--- src/rtl/lsu_port_arbiter_if.sv ---
// lsu_port_arbiter_if: lane request, memory port and response bundle of the LSU port arbiter
interface lsu_port_arbiter_if #(
  parameter int ADDR_W = 32,
  parameter int DATA_W = 32
);
  logic                l0_valid_i, l1_valid_i, l0_ready_o, l1_ready_o;
  logic                l0_we_i, l1_we_i;
  logic [ADDR_W-1:0]   l0_addr_i, l1_addr_i, mem_addr_o;
  logic [DATA_W-1:0]   l0_wdata_i, l1_wdata_i, mem_wdata_o, mem_rdata_i, rsp_rdata_o;
  logic [DATA_W/8-1:0] l0_bmask_i, l1_bmask_i, mem_bmask_o;
  logic                mem_req_o, mem_we_o, rsp0_valid_o, rsp1_valid_o;
  logic [15:0]         conflict_cnt_o;
  modport slave (
    input  l0_valid_i, l1_valid_i, l0_we_i, l1_we_i, l0_addr_i, l1_addr_i,
           l0_wdata_i, l1_wdata_i, l0_bmask_i, l1_bmask_i, mem_rdata_i,
    output l0_ready_o, l1_ready_o, mem_req_o, mem_we_o, mem_addr_o, mem_wdata_o,
           mem_bmask_o, rsp0_valid_o, rsp1_valid_o, rsp_rdata_o, conflict_cnt_o
  );
  modport master (
    output l0_valid_i, l1_valid_i, l0_we_i, l1_we_i, l0_addr_i, l1_addr_i,
           l0_wdata_i, l1_wdata_i, l0_bmask_i, l1_bmask_i, mem_rdata_i,
    input  l0_ready_o, l1_ready_o, mem_req_o, mem_we_o, mem_addr_o, mem_wdata_o,
           mem_bmask_o, rsp0_valid_o, rsp1_valid_o, rsp_rdata_o, conflict_cnt_o
  );
endinterface

--- src/rtl/lsu_port_arbiter.sv ---
// lsu_port_arbiter: serialises two LSU lanes (lane 0 oldest) onto one memory/IO port and routes load data back
module lsu_port_arbiter #(
  parameter int          MEM_LAT = 1,
  parameter int          ADDR_W  = 32,
  parameter int          DATA_W  = 32,
  parameter logic [15:0] CNT_MAX = 16'hFFFF
) (
  input logic               clk_i,
  input logic               rst_i,
  input logic               flush_i,
  lsu_port_arbiter_if.slave bus
);
  typedef enum logic {IDLE, HOLD1} state_t;
  state_t state, state_nx;
  logic grant0, grant1, dual, sel_we, rsp_hit;
  logic [ADDR_W-1:0] sel_addr;
  logic [DATA_W-1:0] sel_wdata;
  logic [DATA_W/8-1:0] sel_bmask;
  logic [MEM_LAT-1:0] tag_v, tag_l;
  logic [15:0] cnt;
  always_ff @(posedge clk_i) begin
    if (rst_i) begin
      state <= IDLE;
      tag_v <= '0;
      tag_l <= '0;
      cnt   <= '0;
    end else begin
      state <= state_nx;
      for (int i = MEM_LAT - 1; i > 0; i--) begin
        tag_v[i] <= tag_v[i-1] & ~flush_i;
        tag_l[i] <= tag_l[i-1];
      end
      tag_v[0] <= (grant0 | grant1) & ~sel_we;
      tag_l[0] <= grant1;
      if (dual && cnt != CNT_MAX) cnt <= cnt + 16'd1;
    end
  end
  // HOLD1 reserves the port for the younger lane after a dual request
  always_comb begin
    grant0   = 1'b0;
    grant1   = 1'b0;
    dual     = 1'b0;
    state_nx = IDLE;
    if (!rst_i && !flush_i) begin
      grant0   = state == IDLE && bus.l0_valid_i;
      grant1   = bus.l1_valid_i && (state == HOLD1 || !bus.l0_valid_i);
      dual     = state == IDLE && bus.l0_valid_i && bus.l1_valid_i;
      state_nx = dual ? HOLD1 : IDLE;
    end
  end
  assign sel_we    = grant0 ? bus.l0_we_i    : grant1 & bus.l1_we_i;
  assign sel_addr  = grant0 ? bus.l0_addr_i  : grant1 ? bus.l1_addr_i  : '0;
  assign sel_wdata = grant0 ? bus.l0_wdata_i : grant1 ? bus.l1_wdata_i : '0;
  assign sel_bmask = grant0 ? bus.l0_bmask_i : grant1 ? bus.l1_bmask_i : '0;
  assign bus.l0_ready_o  = grant0;
  assign bus.l1_ready_o  = grant1;
  assign bus.mem_req_o   = grant0 | grant1;
  assign bus.mem_we_o    = sel_we;
  assign bus.mem_addr_o  = sel_addr;
  assign bus.mem_wdata_o = sel_wdata;
  assign bus.mem_bmask_o = sel_bmask;
  // a flush also kills the response arriving in the same cycle
  assign rsp_hit          = tag_v[MEM_LAT-1] & ~flush_i & ~rst_i;
  assign bus.rsp0_valid_o = rsp_hit & ~tag_l[MEM_LAT-1];
  assign bus.rsp1_valid_o = rsp_hit & tag_l[MEM_LAT-1];
  assign bus.rsp_rdata_o  = rsp_hit ? bus.mem_rdata_i : '0;
  assign bus.conflict_cnt_o = cnt;
endmodule

--- src/flat_wrapper.sv ---
// flat-port wrapper written by rule: the top's interface ports become plain ports
module lsu_port_arbiter_flat 
#(
  parameter int          MEM_LAT = 1,
  parameter int          ADDR_W  = 32,
  parameter int          DATA_W  = 32,
  parameter logic [15:0] CNT_MAX = 16'hFFFF
)
  (clk_i, rst_i, flush_i, bus_l0_valid_i, bus_l1_valid_i, bus_l0_we_i, bus_l1_we_i, bus_l0_addr_i, bus_l1_addr_i, bus_l0_wdata_i, bus_l1_wdata_i, bus_l0_bmask_i, bus_l1_bmask_i, bus_mem_rdata_i, bus_l0_ready_o, bus_l1_ready_o, bus_mem_req_o, bus_mem_we_o, bus_mem_addr_o, bus_mem_wdata_o, bus_mem_bmask_o, bus_rsp0_valid_o, bus_rsp1_valid_o, bus_rsp_rdata_o, bus_conflict_cnt_o);
  lsu_port_arbiter_if #(.ADDR_W(ADDR_W), .DATA_W(DATA_W)) bus_i ();
  input logic clk_i;
  input logic rst_i;
  input logic flush_i;
  input wire logic [$bits(bus_i.l0_valid_i)-1:0] bus_l0_valid_i;
  input wire logic [$bits(bus_i.l1_valid_i)-1:0] bus_l1_valid_i;
  input wire logic [$bits(bus_i.l0_we_i)-1:0] bus_l0_we_i;
  input wire logic [$bits(bus_i.l1_we_i)-1:0] bus_l1_we_i;
  input wire logic [$bits(bus_i.l0_addr_i)-1:0] bus_l0_addr_i;
  input wire logic [$bits(bus_i.l1_addr_i)-1:0] bus_l1_addr_i;
  input wire logic [$bits(bus_i.l0_wdata_i)-1:0] bus_l0_wdata_i;
  input wire logic [$bits(bus_i.l1_wdata_i)-1:0] bus_l1_wdata_i;
  input wire logic [$bits(bus_i.l0_bmask_i)-1:0] bus_l0_bmask_i;
  input wire logic [$bits(bus_i.l1_bmask_i)-1:0] bus_l1_bmask_i;
  input wire logic [$bits(bus_i.mem_rdata_i)-1:0] bus_mem_rdata_i;
  output wire logic [$bits(bus_i.l0_ready_o)-1:0] bus_l0_ready_o;
  output wire logic [$bits(bus_i.l1_ready_o)-1:0] bus_l1_ready_o;
  output wire logic [$bits(bus_i.mem_req_o)-1:0] bus_mem_req_o;
  output wire logic [$bits(bus_i.mem_we_o)-1:0] bus_mem_we_o;
  output wire logic [$bits(bus_i.mem_addr_o)-1:0] bus_mem_addr_o;
  output wire logic [$bits(bus_i.mem_wdata_o)-1:0] bus_mem_wdata_o;
  output wire logic [$bits(bus_i.mem_bmask_o)-1:0] bus_mem_bmask_o;
  output wire logic [$bits(bus_i.rsp0_valid_o)-1:0] bus_rsp0_valid_o;
  output wire logic [$bits(bus_i.rsp1_valid_o)-1:0] bus_rsp1_valid_o;
  output wire logic [$bits(bus_i.rsp_rdata_o)-1:0] bus_rsp_rdata_o;
  output wire logic [$bits(bus_i.conflict_cnt_o)-1:0] bus_conflict_cnt_o;
  assign bus_i.l0_valid_i = bus_l0_valid_i;
  assign bus_i.l1_valid_i = bus_l1_valid_i;
  assign bus_i.l0_we_i = bus_l0_we_i;
  assign bus_i.l1_we_i = bus_l1_we_i;
  assign bus_i.l0_addr_i = bus_l0_addr_i;
  assign bus_i.l1_addr_i = bus_l1_addr_i;
  assign bus_i.l0_wdata_i = bus_l0_wdata_i;
  assign bus_i.l1_wdata_i = bus_l1_wdata_i;
  assign bus_i.l0_bmask_i = bus_l0_bmask_i;
  assign bus_i.l1_bmask_i = bus_l1_bmask_i;
  assign bus_i.mem_rdata_i = bus_mem_rdata_i;
  assign bus_l0_ready_o = bus_i.l0_ready_o;
  assign bus_l1_ready_o = bus_i.l1_ready_o;
  assign bus_mem_req_o = bus_i.mem_req_o;
  assign bus_mem_we_o = bus_i.mem_we_o;
  assign bus_mem_addr_o = bus_i.mem_addr_o;
  assign bus_mem_wdata_o = bus_i.mem_wdata_o;
  assign bus_mem_bmask_o = bus_i.mem_bmask_o;
  assign bus_rsp0_valid_o = bus_i.rsp0_valid_o;
  assign bus_rsp1_valid_o = bus_i.rsp1_valid_o;
  assign bus_rsp_rdata_o = bus_i.rsp_rdata_o;
  assign bus_conflict_cnt_o = bus_i.conflict_cnt_o;
  lsu_port_arbiter #(.MEM_LAT(MEM_LAT), .ADDR_W(ADDR_W), .DATA_W(DATA_W), .CNT_MAX(CNT_MAX)) u_core (.clk_i(clk_i), .rst_i(rst_i), .flush_i(flush_i), .bus(bus_i));
endmodule
--- config.mk ---
export PLATFORM = sky130hd
export DESIGN_NAME = lsu_port_arbiter_flat
export DESIGN_NICKNAME = d
export VERILOG_FILES = /design/src/rtl/lsu_port_arbiter_if.sv /design/src/rtl/lsu_port_arbiter.sv /design/src/flat_wrapper.sv
export SDC_FILE = /design/constraint.sdc
export NUM_CORES = 1
export LEC_CHECK = 0
export BUFFER_PORTS_ARGS = -buffer_cell sky130_fd_sc_hd__clkbuf_2
export CAP_MARGIN = 0
export CORE_AREA = 5 5 114 116
export CTS_CLUSTER_SIZE = 16
export DETAILED_ROUTE_END_ITERATION = 8
export DIE_AREA = 0 0 119 121
export SKIP_CTS_REPAIR_TIMING = 1
export SLEW_MARGIN = 40
export SYNTH_ARGS = -nofsm -noshare
export SYNTH_HDL_FRONTEND = slang
export SYNTH_SLANG_ARGS = --single-unit
--- constraint.sdc ---
create_clock -name clk_i -period 1.8 [get_ports clk_i]
set_input_delay 0.27 -clock clk_i [delete_from_list [all_inputs] [get_ports clk_i]]
set_output_delay 0.27 -clock clk_i [all_outputs]
set_load 0.01 [all_outputs]
# After elaboration in Yosys (flattened, before gate mapping)
# Cells that the tools add are included.
word_totals:
  out_inout_bits: 122
  reg_bits: 19
  wordCells: 41
classes:
  addsub: 1
  muxes: 12
  eq_ne: 1
  n_bitwise: 13
  n_reduce_logical: 10
ops:
  columns: ["cell", "n"]
  rows:
  - ["32-bit 2-to-1 mux", 5]
  - ["16-bit by 1-bit adder with 16-bit output, second input constant", 1]
  - ["16-bit != test, second input constant", 1]
  - ["4-bit 2-to-1 mux", 2]
  - ["1-bit bitwise AND", 6]
  - ["1-bit inverter", 6]
  - ["1-bit logical AND", 5]
  - ["1-bit 2-to-1 mux", 5]
  - ["1-bit zero test", 3]
  - ["2-bit OR reduction", 1]
  - ["1-bit logical OR", 1]
  - ["1-bit OR", 1]

# Longest topological paths before layout
logic_depth:
  word_depth: 8
  ltp_mapped: 6
  mapped_depth_nobuf: 5

# Worst setup path after synthesis
# OpenSTA, ideal clock, no wires.
synth_timing:
  kind: "reg2reg"
  start: "register u_core.cnt[0], in the netlist u_core.bus.conflict_cnt_o[0]"
  end: "register u_core.cnt[13], in the netlist u_core.bus.conflict_cnt_o[13]"
  path_stages_with_launch: 7
  t_required_ps: 1677
  slack_ps: -41
  synth_period_minus_slack_ps: 1841
  t_arrival_ps: 1717
  path_cell_list: "dfxtp_1 ha_1 and3_1 and4_1 buf_4 nor4_2 mux2_1"
synth_via:
  elab_chain_cells: 2
  word_cells_on_any_way: 3
synth_lines:
  columns: ["element", "line", "text"]
  rows:
  - ["start, declared", "lsu_port_arbiter.sv:20", "logic [15:0] cnt;"]
  - ["start signal, assigned", "lsu_port_arbiter.sv:35", "if (dual && cnt != CNT_MAX) cnt <= cnt + 16'd1;"]
  - ["parallel branches: the longest is 2 deep, another holds 16-bit by 1-bit adder with 16-bit output", null, null]
# Parallel ways; which one is timed is not known.
# A chain may end at the register's enable or synchronous reset.

# Final worst setup path
layout_timing:
  start: "register u_core.state"
  end: "output port bus_mem_addr_o[3]"
layout_via:
  elab_chain_cells: 5
  word_cells_on_any_way: 8
layout_lines:
  columns: ["element", "line", "text"]
  rows:
  - ["start, declared", "lsu_port_arbiter.sv:14", "state_t state, state_nx;"]
  - ["start signal, assigned", "lsu_port_arbiter.sv:28", "state <= state_nx;"]
  - ["1-bit logical OR", "lsu_port_arbiter.sv:46", "grant1 = bus.l1_valid_i && (state == HOLD1 || !bus.l0_valid_i);"]
  - ["1-bit logical AND", "lsu_port_arbiter.sv:46", null]
  - ["1-bit 2-to-1 mux", "lsu_port_arbiter.sv:44", "if (!rst_i && !flush_i) begin"]
  - ["32-bit 2-to-1 mux", "lsu_port_arbiter.sv:52", "assign sel_addr = grant0 ? bus.l0_addr_i : grant1 ? bus.l1_addr_i : '0;"]
  - ["32-bit 2-to-1 mux (*)", "lsu_port_arbiter.sv:52", null]
  - ["end, declared", "flat_wrapper.sv:29", "output wire logic [$bits(bus_i.mem_addr_o)-1:0] bus_mem_addr_o;"]
# Every way passes the cells marked *; elsewhere a longest branch is shown, timed or not.

==> reports/qor.tcl <==
set qor(violations) {setup timing}
set qor(mostFrequentLayoutCell) {sky130_fd_sc_hd__clkbuf_2}
set qor(global_route_wire_length_before_repair_um) 16300
set qor(routabilityCongestion) 0.863
set qor(p_total_mw) 1.48
set qor(fin_worst_skew_ps) 2.82
set qor(finalSetupViolCount) 59
set qor(mappedNetlistNets) 415
set qor(cts-buffers-inserted) 3
set qor(worstRegToRegCells) 7
set qor(wirelength_um) 13600
set qor(cts.sinks) 19
set qor(post_route_cells_drive_above_1_share_pct) 64.4
set qor(max_clock_freq_mhz) 537
set qor(drt-met1-wl_um) 5560
set qor(timing.hold.ws_ps) 270
set qor(drt-initial-drc-count) 242
set qor(vias_per_cell) 4.90
set qor(antennaDiodeCount) 0
set qor(ir_drop_mv) 0.467
set qor(dr_wl_met3_um) 1290
set qor(std_cell_rows) 40
set qor(synth_enable_flop_cells) 0
set qor(drt_pass1_iterations) 4
set qor(io_pins) 297
set qor(crit_required_ps) 1530
set qor(timing.max_slew.rel_slack_pct) 78.2
set qor(synth_top_cell_area_share_pct) 31.4
set qor(synth_cells) 239
set qor(period_minus_slack_ps) 1860
set qor(worst-setup-path-type) {flip-flop to output pin}
set qor(dp_hpwl_um) 9620
set qor(yosys.area.top_type) {sky130_fd_sc_hd__a22o_1}
set qor(maxSlewViolCount) 0
set qor(clk_slew_on_worst_s_h_paths_ps) 50
set qor(timing.final.hold_violations) 0
set qor(stdcell_area_um2) 4240
set qor(synth_async_sr_flop_share_pct) 0
set qor(design.die.area_um2) 14400
set qor(number_of_register_bits_inferred_by_synthesis) 19
set qor(max_clock_buf_depth) 2
set qor(core_region_area_um2) 11800
set qor(grt_setup_unrepaired) {true}
set qor(syn-cell-area_um2) 1930
set qor(seq_area_frac_synth_pct) 19.7
set qor(antenna_found_initial) 0
set qor(outcome) {complete, but fails checks}
set qor(power_leakage_nw) 2.45
set qor(max_cap_violation_count) 0
set qor(nets) 724
set qor(clkLatencyLatePin_ps) 250
set qor(yosys_most_used_dff) {sky130_fd_sc_hd__dfxtp_1}
set qor(cts.htree.levels) 1
set qor(crit_arrival_ps) 1590
set qor(die_w_um) 119
set qor(min_delay_path_depth) 2
set qor(pnr_worst_setup_slack_ps) -60.8
set qor(via_count_of_the_first_global_routing_pass) 2998
set qor(r2r_setup_slack_ps) 50
set qor(ys_warn_count) 0
set qor(placement.cell_area_um2) 3620
set qor(cts_tree) {done}
set qor(power_per_cell_area_nw_per_um2) 349
set qor(synth_cell_type_count) 36
set qor(route.detailed.wl_per_inst_um) 19.7
set qor(period_share_pct) 103
set qor(synthesis.area_per_instance_um2) 8.06
set qor(chip_height_um) 121
set qor(most-common-layout-cells) {227 x sky130_fd_sc_hd__clkbuf_2, 69 x sky130_fd_sc_hd__a22o_1, 54 x sky130_fd_sc_hd__buf_2}
set qor(grt_start_max_net_pins) 71
set qor(synth_top_cells_by_area) {sky130_fd_sc_hd__a22o_1 31%, sky130_fd_sc_hd__dfxtp_1 20%, sky130_fd_sc_hd__and3_1 13%}
set qor(detail-route-antenna-nets) 0
set qor(worstSetupStartpointType) {flip-flop}
set qor(critPathCaptureType) {output pin}
set qor(portBuffers) 296
set qor(detailroute.via_count) 3404
set qor(timing.hold.worst.class) {input pin to flip-flop}
set qor(clk_root_buffer_cell) {sky130_fd_sc_hd__clkbuf_16}
set qor(worst_pin_slew_ps) 327
set qor(remaining_drc_errors) 0
set qor(flow.area_growth_from_synthesis_pct) 120
set qor(top_layer_used) {met4}
set qor(start_util_pct) 16.3
set qor(grt_usage_pct) 13.7
set qor(met2WireLength_um) 6530
set qor(crit_path_max_fanout) 8
set qor(grt_overflow) 0
-- state kept, by name (all words and copies together) (netlist names) --
signal and count:
u_core.bus.conflict_cnt_o 16, u_core.state 1, u_core.tag_l 1, u_core.tag_v 1
-- stage by stage --
step,TNS [ps],instances,worst slack [ps],utilization [%]
floorplan,0,239,4.82,-
global placement,-78.2,671,-46.4,30.6
detailed placement,-192,671,-85.4,30.6
CTS,-6730,675,-144,31.3
global route,-3560,694,-84.9,35.9
finish,-1360,694,-60.8,35.9
-- routing by layer --
metal  up-vias  global-route usage, %
li1       1576                      -
met4         0                   3.40
met1      1611                   17.5
met3        19                   3.45
met5         -                      0
met2       198                   23.0
-- cell usage after synthesis, types with 5 or more instances --
cell type	number
sky130_fd_sc_hd__and3_1	39
sky130_fd_sc_hd__o31ai_1	5
sky130_fd_sc_hd__a22o_1	69
sky130_fd_sc_hd__mux2_1	5
sky130_fd_sc_hd__dfxtp_1	19
sky130_fd_sc_hd__nor2_1	9
sky130_fd_sc_hd__clkbuf_1	12
sky130_fd_sc_hd__nand2_1	6
sky130_fd_sc_hd__a21oi_1	10
sky130_fd_sc_hd__buf_2	12
-- logic make-up (layout without fill, tap and decap cells) --
kind of cell	Yosys count	after routing	synth area share (%)
AO/OA/AOI/OAI	92	92	38.5
flip-flops	19	19	19.7
AND/OR/NAND/NOR	91	92	30.6
multiplexers	5	5	2.92
adder cells (fa/ha/maj)	1	1	0.649
buffers and inverters	31	338	7.60
-- where the power goes --
group / total [mW] / internal, mW / switching [mW]
clock: 0.469 / 0.298 / 0.171
sequential: 0.425 / 0.424 / 0.00180
combinational: 0.586 / 0.323 / 0.263
total: 1.48 / 1.04 / 0.436
-- worst max-delay path: stages, from the launching register on --
cell and delay, ps:
sky130_fd_sc_hd__dfxtp_2 330, sky130_fd_sc_hd__nor4b_4 230, sky130_fd_sc_hd__buf_6 180, sky130_fd_sc_hd__buf_12 150
sky130_fd_sc_hd__clkbuf_16 150, sky130_fd_sc_hd__a22o_1 140, sky130_fd_sc_hd__buf_2 140
-- cell type report --
cell class / instances / area [µm²]
fill: 1221 / 7570
multi-input combinational: 190 / 1490
clock buffer: 3 / 75.1
timing repair buffer: 330 / 2090
clock inverter: 1 / 5.00
sequential: 19 / 382
tap: 147 / 184
inverter: 4 / 15.0
-- final timing paths --
check,start,end
setup reg to reg,u_core.state,u_core.bus.conflict_cnt_o[11]
setup / recovery,u_core.state,bus_mem_addr_o[3]
hold / removal,rst_i,u_core.tag_v
hold reg to reg,u_core.bus.conflict_cnt_o[14],u_core.bus.conflict_cnt_o[14]
Note: power is estimated with default switching activity, not from simulation.
